**config.mk**
```make
export PLATFORM = sky130hd
export DESIGN_NAME = pipe_ctrl_hazard
export DESIGN_NICKNAME = d
export VERILOG_FILES = /design/src/rtl/pipe_ctrl_hazard.sv
export SDC_FILE = /design/constraint.sdc
export NUM_CORES = 1
export LEC_CHECK = 0
export BUFFER_PORTS_ARGS = -buffer_cell sky130_fd_sc_hd__buf_2
export CAP_MARGIN = 5
export CORE_MARGIN = 3
export CORE_UTILIZATION = 46
export DETAILED_ROUTE_END_ITERATION = 16
export HOLD_SLACK_MARGIN = 0.1
export PLACE_DENSITY_LB_ADDON = 0.12
export SLEW_MARGIN = 40
export SYNTH_ARGS = -nofsm -noshare
export SYNTH_HDL_FRONTEND = slang
export SYNTH_SLANG_ARGS = --single-unit
```
**constraint.sdc**
```tcl
create_clock -name CLK -period 2.2 [get_ports CLK]
set_clock_uncertainty 0.1 [all_clocks]
set_input_delay 0.22 -clock CLK [delete_from_list [all_inputs] [get_ports CLK]]
set_output_delay 0.22 -clock CLK [all_outputs]
set_load 0.05 [all_outputs]
```
**src/rtl/pipe_ctrl_hazard.sv**
```systemverilog
// ---------------------------------------------------------------------------
// pipe_ctrl_hazard
//
// Pipelined control path for the MIPS-style core. Decoded control bits from
// ID are carried through the ID/EX, EX/MEM and MEM/WB control registers, and
// the hazard unit produces forwarding selects plus stall/flush controls for
// the datapath. A multi-cycle mul/div holds EX for MULDIV_CYCLES cycles via
// an occupancy counter.
//
// Parameters:
//   REG_ADDR_W    register-address width
//   ALUCTRL_W     ALU control width
//   MULDIV_CYCLES cycles a mul/div occupies EX (must be >= 2)
//   CNT_W         occupancy counter width (2**CNT_W > MULDIV_CYCLES)
//
// Ports:
//   CLK, RST_N                  clock, synchronous active-low reset
//   *D controls, ALUControlD    decoded controls from the control unit
//   RsD/RtD/RsE/RtE/WriteReg*   register addresses from the datapath
//   ALUSrcE, RegDstE, MulDivE, ALUControlE   EX-stage controls
//   MemWriteM, RegWriteW, MemToRegW          later-stage controls
//   StallF/D/E, FlushD/E/M      pipeline stall and flush controls
//   ForwardAD/BD                ID branch-compare forwarding
//   ForwardAE/BE                EX operand forwarding (10=M, 01=W, 00=RF)
//   MulDivBusy                  occupancy counter is non-zero
//
// Optional feature (macro PIPE_BRANCH_FLUSH_EN):
//   Defined   - adds PCSrcD/JumpD inputs; FlushD squashes the wrong-path
//               IF/ID instruction on a taken branch or jump (no delay slot).
//   Undefined - FlushD is tied low and delay-slot semantics apply.
// ---------------------------------------------------------------------------
module pipe_ctrl_hazard #(
    parameter int REG_ADDR_W    = 5,
    parameter int ALUCTRL_W     = 4,
    parameter int MULDIV_CYCLES = 8,
    parameter int CNT_W         = 4
) (
    input  logic                  CLK,
    input  logic                  RST_N,
    input  logic                  RegWriteD,
    input  logic                  MemToRegD,
    input  logic                  MemWriteD,
    input  logic                  ALUSrcD,
    input  logic                  RegDstD,
    input  logic                  BranchD,
    input  logic                  MulDivD,
    input  logic [ALUCTRL_W-1:0]  ALUControlD,
`ifdef PIPE_BRANCH_FLUSH_EN
    input  logic                  PCSrcD,
    input  logic                  JumpD,
`endif
    input  logic [REG_ADDR_W-1:0] RsD,
    input  logic [REG_ADDR_W-1:0] RtD,
    input  logic [REG_ADDR_W-1:0] RsE,
    input  logic [REG_ADDR_W-1:0] RtE,
    input  logic [REG_ADDR_W-1:0] WriteRegE,
    input  logic [REG_ADDR_W-1:0] WriteRegM,
    input  logic [REG_ADDR_W-1:0] WriteRegW,
    output logic                  ALUSrcE,
    output logic                  RegDstE,
    output logic                  MulDivE,
    output logic [ALUCTRL_W-1:0]  ALUControlE,
    output logic                  MemWriteM,
    output logic                  RegWriteW,
    output logic                  MemToRegW,
    output logic                  StallF,
    output logic                  StallD,
    output logic                  StallE,
    output logic                  FlushE,
    output logic                  FlushM,
    output logic                  FlushD,
    output logic                  ForwardAD,
    output logic                  ForwardBD,
    output logic [1:0]            ForwardAE,
    output logic [1:0]            ForwardBE,
    output logic                  MulDivBusy
);

    // Stage-internal control bits that are not exported as ports.
    logic             regWriteE;
    logic             memToRegE;
    logic             memWriteE;
    logic             regWriteM;
    logic             memToRegM;
    logic [CNT_W-1:0] cnt;
    logic             lwStall;
    logic             brStall;
    logic             mdStall;

    // A producer matches a consumer only when it writes, targets a non-zero
    // register, and the addresses agree; $0 is hardwired and never hazards.
    function automatic logic regHit(input logic                  writes,
                                    input logic [REG_ADDR_W-1:0] dst,
                                    input logic [REG_ADDR_W-1:0] src);
        return writes && (dst != '0) && (dst == src);
    endfunction

    // Forwarding selects. EX operands prefer the younger MEM result over WB;
    // the ID branch compare can only use the MEM result.
    always_comb begin
        ForwardAE = 2'b00;
        ForwardBE = 2'b00;
        if (regHit(regWriteM, WriteRegM, RsE))
            ForwardAE = 2'b10;
        else if (regHit(RegWriteW, WriteRegW, RsE))
            ForwardAE = 2'b01;
        if (regHit(regWriteM, WriteRegM, RtE))
            ForwardBE = 2'b10;
        else if (regHit(RegWriteW, WriteRegW, RtE))
            ForwardBE = 2'b01;
        ForwardAD = regHit(regWriteM, WriteRegM, RsD);
        ForwardBD = regHit(regWriteM, WriteRegM, RtD);
    end

    // Hazard detection. A branch resolved in ID must wait for an ALU result
    // still in EX or a load result still in MEM. The mul/div stall covers the
    // first cycle (counter not yet loaded) and every cycle the counter is
    // above one, which gives MULDIV_CYCLES-1 stall cycles in total.
    always_comb begin
        lwStall = memToRegE &&
                  (regHit(regWriteE, WriteRegE, RsD) || regHit(regWriteE, WriteRegE, RtD));
        brStall = BranchD &&
                  (regHit(regWriteE, WriteRegE, RsD) || regHit(regWriteE, WriteRegE, RtD) ||
                   regHit(memToRegM, WriteRegM, RsD) || regHit(memToRegM, WriteRegM, RtD));
        mdStall = (MulDivE && (cnt == '0)) || (cnt > CNT_W'(1));
    end

    // While mul/div holds EX the ID/EX register must not be flushed, so the
    // load-use/branch bubble is only inserted when EX is free to advance.
    assign StallF     = lwStall || brStall || mdStall;
    assign StallD     = StallF;
    assign StallE     = mdStall;
    assign FlushE     = (lwStall || brStall) && !mdStall;
    assign FlushM     = mdStall;
    assign MulDivBusy = (cnt != '0);

`ifdef PIPE_BRANCH_FLUSH_EN
    assign FlushD = (PCSrcD || JumpD) && !StallD;
`else
    assign FlushD = 1'b0;
`endif

    // Mul/div occupancy counter. Reset abandons any operation in flight.
    always_ff @(posedge CLK) begin
        if (!RST_N)
            cnt <= '0;
        else if (MulDivE && (cnt == '0))
            cnt <= CNT_W'(MULDIV_CYCLES - 1);
        else if (cnt > CNT_W'(1))
            cnt <= cnt - CNT_W'(1);
        else if (cnt == CNT_W'(1))
            cnt <= '0;
    end

    // ID/EX control register: hold under a mul/div stall, bubble on flush,
    // otherwise capture the decoded controls.
    always_ff @(posedge CLK) begin
        if (!RST_N) begin
            regWriteE   <= 1'b0;
            memToRegE   <= 1'b0;
            memWriteE   <= 1'b0;
            ALUSrcE     <= 1'b0;
            RegDstE     <= 1'b0;
            MulDivE     <= 1'b0;
            ALUControlE <= '0;
        end else if (StallE) begin
            regWriteE   <= regWriteE;
            memToRegE   <= memToRegE;
            memWriteE   <= memWriteE;
            ALUSrcE     <= ALUSrcE;
            RegDstE     <= RegDstE;
            MulDivE     <= MulDivE;
            ALUControlE <= ALUControlE;
        end else if (FlushE) begin
            regWriteE   <= 1'b0;
            memToRegE   <= 1'b0;
            memWriteE   <= 1'b0;
            ALUSrcE     <= 1'b0;
            RegDstE     <= 1'b0;
            MulDivE     <= 1'b0;
            ALUControlE <= '0;
        end else begin
            regWriteE   <= RegWriteD;
            memToRegE   <= MemToRegD;
            memWriteE   <= MemWriteD;
            ALUSrcE     <= ALUSrcD;
            RegDstE     <= RegDstD;
            MulDivE     <= MulDivD;
            ALUControlE <= ALUControlD;
        end
    end

    // EX/MEM control register: a held EX stage feeds bubbles into MEM.
    always_ff @(posedge CLK) begin
        if (!RST_N || FlushM) begin
            regWriteM <= 1'b0;
            memToRegM <= 1'b0;
            MemWriteM <= 1'b0;
        end else begin
            regWriteM <= regWriteE;
            memToRegM <= memToRegE;
            MemWriteM <= memWriteE;
        end
    end

    // MEM/WB control register: never stalls.
    always_ff @(posedge CLK) begin
        if (!RST_N) begin
            RegWriteW <= 1'b0;
            MemToRegW <= 1'b0;
        end else begin
            RegWriteW <= regWriteM;
            MemToRegW <= memToRegM;
        end
    end

endmodule

```
==> results.md <==
* TritonCTS clock tree: yes
* Pin count of the biggest net entering global routing at 14
* Max Freq at 469 MHz
* Die Area at 3780 um2
* Ranking of synthesized cells by area: dfxtp_1 (27%), xor2_1 (16%), xnor2_1 (8.6%)
* Post-synth EDFFs at 0
* R2R cell count at 7
* Pwr Density at 1150 nW/um2
* YS warnings at 0
* Drc violations at 0
* Worst R2R Start: cnt[0]
* Sw frac at 0.544
* Starting DRT DRC Count at 44
* Outcome: complete, no violations
* Area grow syn2layout at 42.0%
* Top_reg_cell synth: dfxtp_1
* Critical Path Source: cnt[0]
* VDD IR-drop max at 1.07 mV
* Syn Nets at 219
* Int Power at 1.06 mW
* Crit path launch type: flop
* CP arrival at 1.81 ns
* Clock share of power at 0.075
* Post-Synthesis Cells at 169
* Seq cells post-synth at 19
* Die H at 61.5 um
* Antenna fix cells at 0
* Layout Utilization at 0.706
* DR vias at 1,460
* Core area at 2850 um2
* Initial Utilization at 0.497
* Die Width at 61.5 um
* Final RePlAce weighted congestion at 0.772
* Average cell area after synthesis at 8.39 um2
* Storage cell area at 383 um2
* Reg2reg end: ALUControlE[0]
* Total GRT Usage at 0.201
* Via density at 5.29
* P_leak at 0.899 nW
* Num CTS Buffers at 3
* Final instance area at 2010 um2
* DP Area at 1830 um2
* DR pass1 iterations at 4
* IO Pins at 71
* # fillers at 236
* Asr flop ratio synth at 0
* Avg WL per Cell at 13.8 um
* Crit Path Class: flop to output pin
* Hold slack at 0.352 ns
* R2r setup slk at 0.38 ns
* Max-Cap Viols at 0
* Gr ovfl total at 0
* Post-detail-place hpwl at 3.04 mm
* Psw at 1.26 mW
* Multi-input gate area at 1050 um2
* Register area share after synthesis at 0.268
* Crit Path Max Fanout at 8
* Setup_tns at 0 ns
* Comb power frac at 0.683
* End of the critical path: StallD
* Most frequent cells in the layout: buf_2 (66), xor2_1 (26), nand2_1 (22), dfxtp_1 (17), xnor2_1 (14)
* Reg power frac at 0.242
* Final min period at 2.13 ns
* Clock-pin slew on the worst setup and hold paths at 0.10 ns
* Clock Root Buffer: clkbuf_4
* Initial antenna violation count at 0
* Worst hold stages at 4
* CP required at 1.88 ns
* Synth cell types at 34
* Rows at 19
* Vias in the first global route at 1,389
* Post-route ant nets at 0
* WL final at 3.82 mm
* Hold WC Path Type: primary input to flop
* Commonest non-fill, non-tap cell in the layout: buf_2
* NumNets Final at 296
* Cell Area, Synth at 1420 um2
* Fin crit share at 0.969
* Non-Filler Instances at 276
* CTS Sinks at 19
* Layout cell share with drive strength beyond 1 at 0.437
* Max Slew Vio Count at 0
* H-Tree Depth at 1
* Worst setup EP type: output pin
* Worst-skew pair later-pin latency at 0.29 ns
* Post-synth top area cell: dfxtp_1
* Largest buffer count on any clock path at 2
* Global-route wire length before repair at 5.82 mm
* I/O Buffers at 69
* Post-synth top area share at 0.268
* Final hold violations at 0
* Endpoints failing setup at 0
* Cell count after placement at 260
[cell families (layout without fill, tap and decap cells)]
| group | Yosys count | after routing | share of synthesized area |
|---|---|---|---|
| AND/OR/NAND/NOR | 65 | 65 | 0.239 |
| flip-flops | 19 | 19 | 0.268 |
| buffers and inverters | 18 | 94 | 0.0724 |
| AO/OA/AOI/OAI | 24 | 24 | 0.153 |
| XOR/XNOR | 40 | 40 | 0.247 |
| adder cells (fa/ha/maj) | 2 | 2 | 0.0176 |
| other | 1 | 1 | 0.00265 |
[repair_timing]
| item | 4_1_cts | 5_1_grt |
|---|---|---|
| endpoints found under the setup margin | 3 | 4 |
| setup buffers | 0 | 1 |
| hold endpoints to repair | 13 | 0 |
| hold buffers | 11 | 0 |
| resized for setup | 10 | 4 |
[how the worst min path moves through the flow]
stage                     startpoint   endpoint  slack [ns]
after detailed placement   regWriteM  RegWriteW        0.34
after floorplan                RST_N     cnt[1]        0.24
final                        BranchD  regWriteE        0.35
after global placement     memWriteE  memWriteE        0.33
after CTS                    BranchD  regWriteE        0.35
after global routing         BranchD  regWriteE        0.35
[per-layer routing]
metal  track usage  vias up  wire [um]
met2         0.381       59       2020
met5             0        -          0
met3        0.0440        6        245
met1         0.231      673       1530
li1              -      722          -
met4        0.0364        0         29
[critical path: stages (launching register included)]
cell and delay (ns):
dfxtp_2 0.36, inv_2 0.09, ha_4 0.19, nor2b_4 0.17, o21ai_4 0.10, or3_4 0.42
buf_4 0.20
[Yosys cell counts (4+ instances only)]
| cell type | n |
|---|---|
| a21oi_1 | 4 |
| and2_1 | 7 |
| buf_2 | 7 |
| dfxtp_1 | 19 |
| inv_1 | 5 |
| nand2_1 | 22 |
| nand3_1 | 9 |
| nor2_1 | 6 |
| nor4_1 | 6 |
| o31ai_2 | 9 |
| xnor2_1 | 14 |
| xor2_1 | 26 |
[cell type report]
| type | count | area share |
|---|---|---|
| clock buffer | 4 | 0.0131 |
| inverter | 5 | 0.00932 |
| multi-input combinational | 132 | 0.520 |
| timing repair buffer | 85 | 0.249 |
| sequential | 19 | 0.190 |
| tap | 31 | 0.0193 |
[power groups by stage]
stage / clock [mW] / sequential, mW / combinational, mW
finish: 0.174 / 0.561 / 1.58
global route: 0.193 / 0.580 / 1.68
CTS: 0.176 / 0.557 / 1.56
detailed placement: 0 / 0.558 / 1.47
global placement: 0 / 0.550 / 1.44
floorplan: 0 / 0.777 / 0.992
[per-stage QoR]
| step | power (mW) | worst slack [ns] |
|---|---|---|
| 6_report | 2.32 | 0.0674 |
| 5_1_grt | 2.45 | -0.00101 |
| 4_1_cts | 2.29 | 0.0101 |
| 3_5_place_dp | 2.03 | 0.146 |
| 3_3_place_gp | 1.99 | 0.201 |
| 2_1_floorplan | 1.77 | 0.0352 |
[flip-flops by register name (all words and copies together) (netlist names)]
signal and cells:
MulDivE 1, memWriteE 1, ALUControlE 4, regWriteE 1
memToRegE 1, regWriteM 1, memToRegM 1, cnt 4
ALUSrcE 1, MemWriteM 1, RegDstE 1, RegWriteW 1
MemToRegW 1
Power figures use the tool's default switching activity.
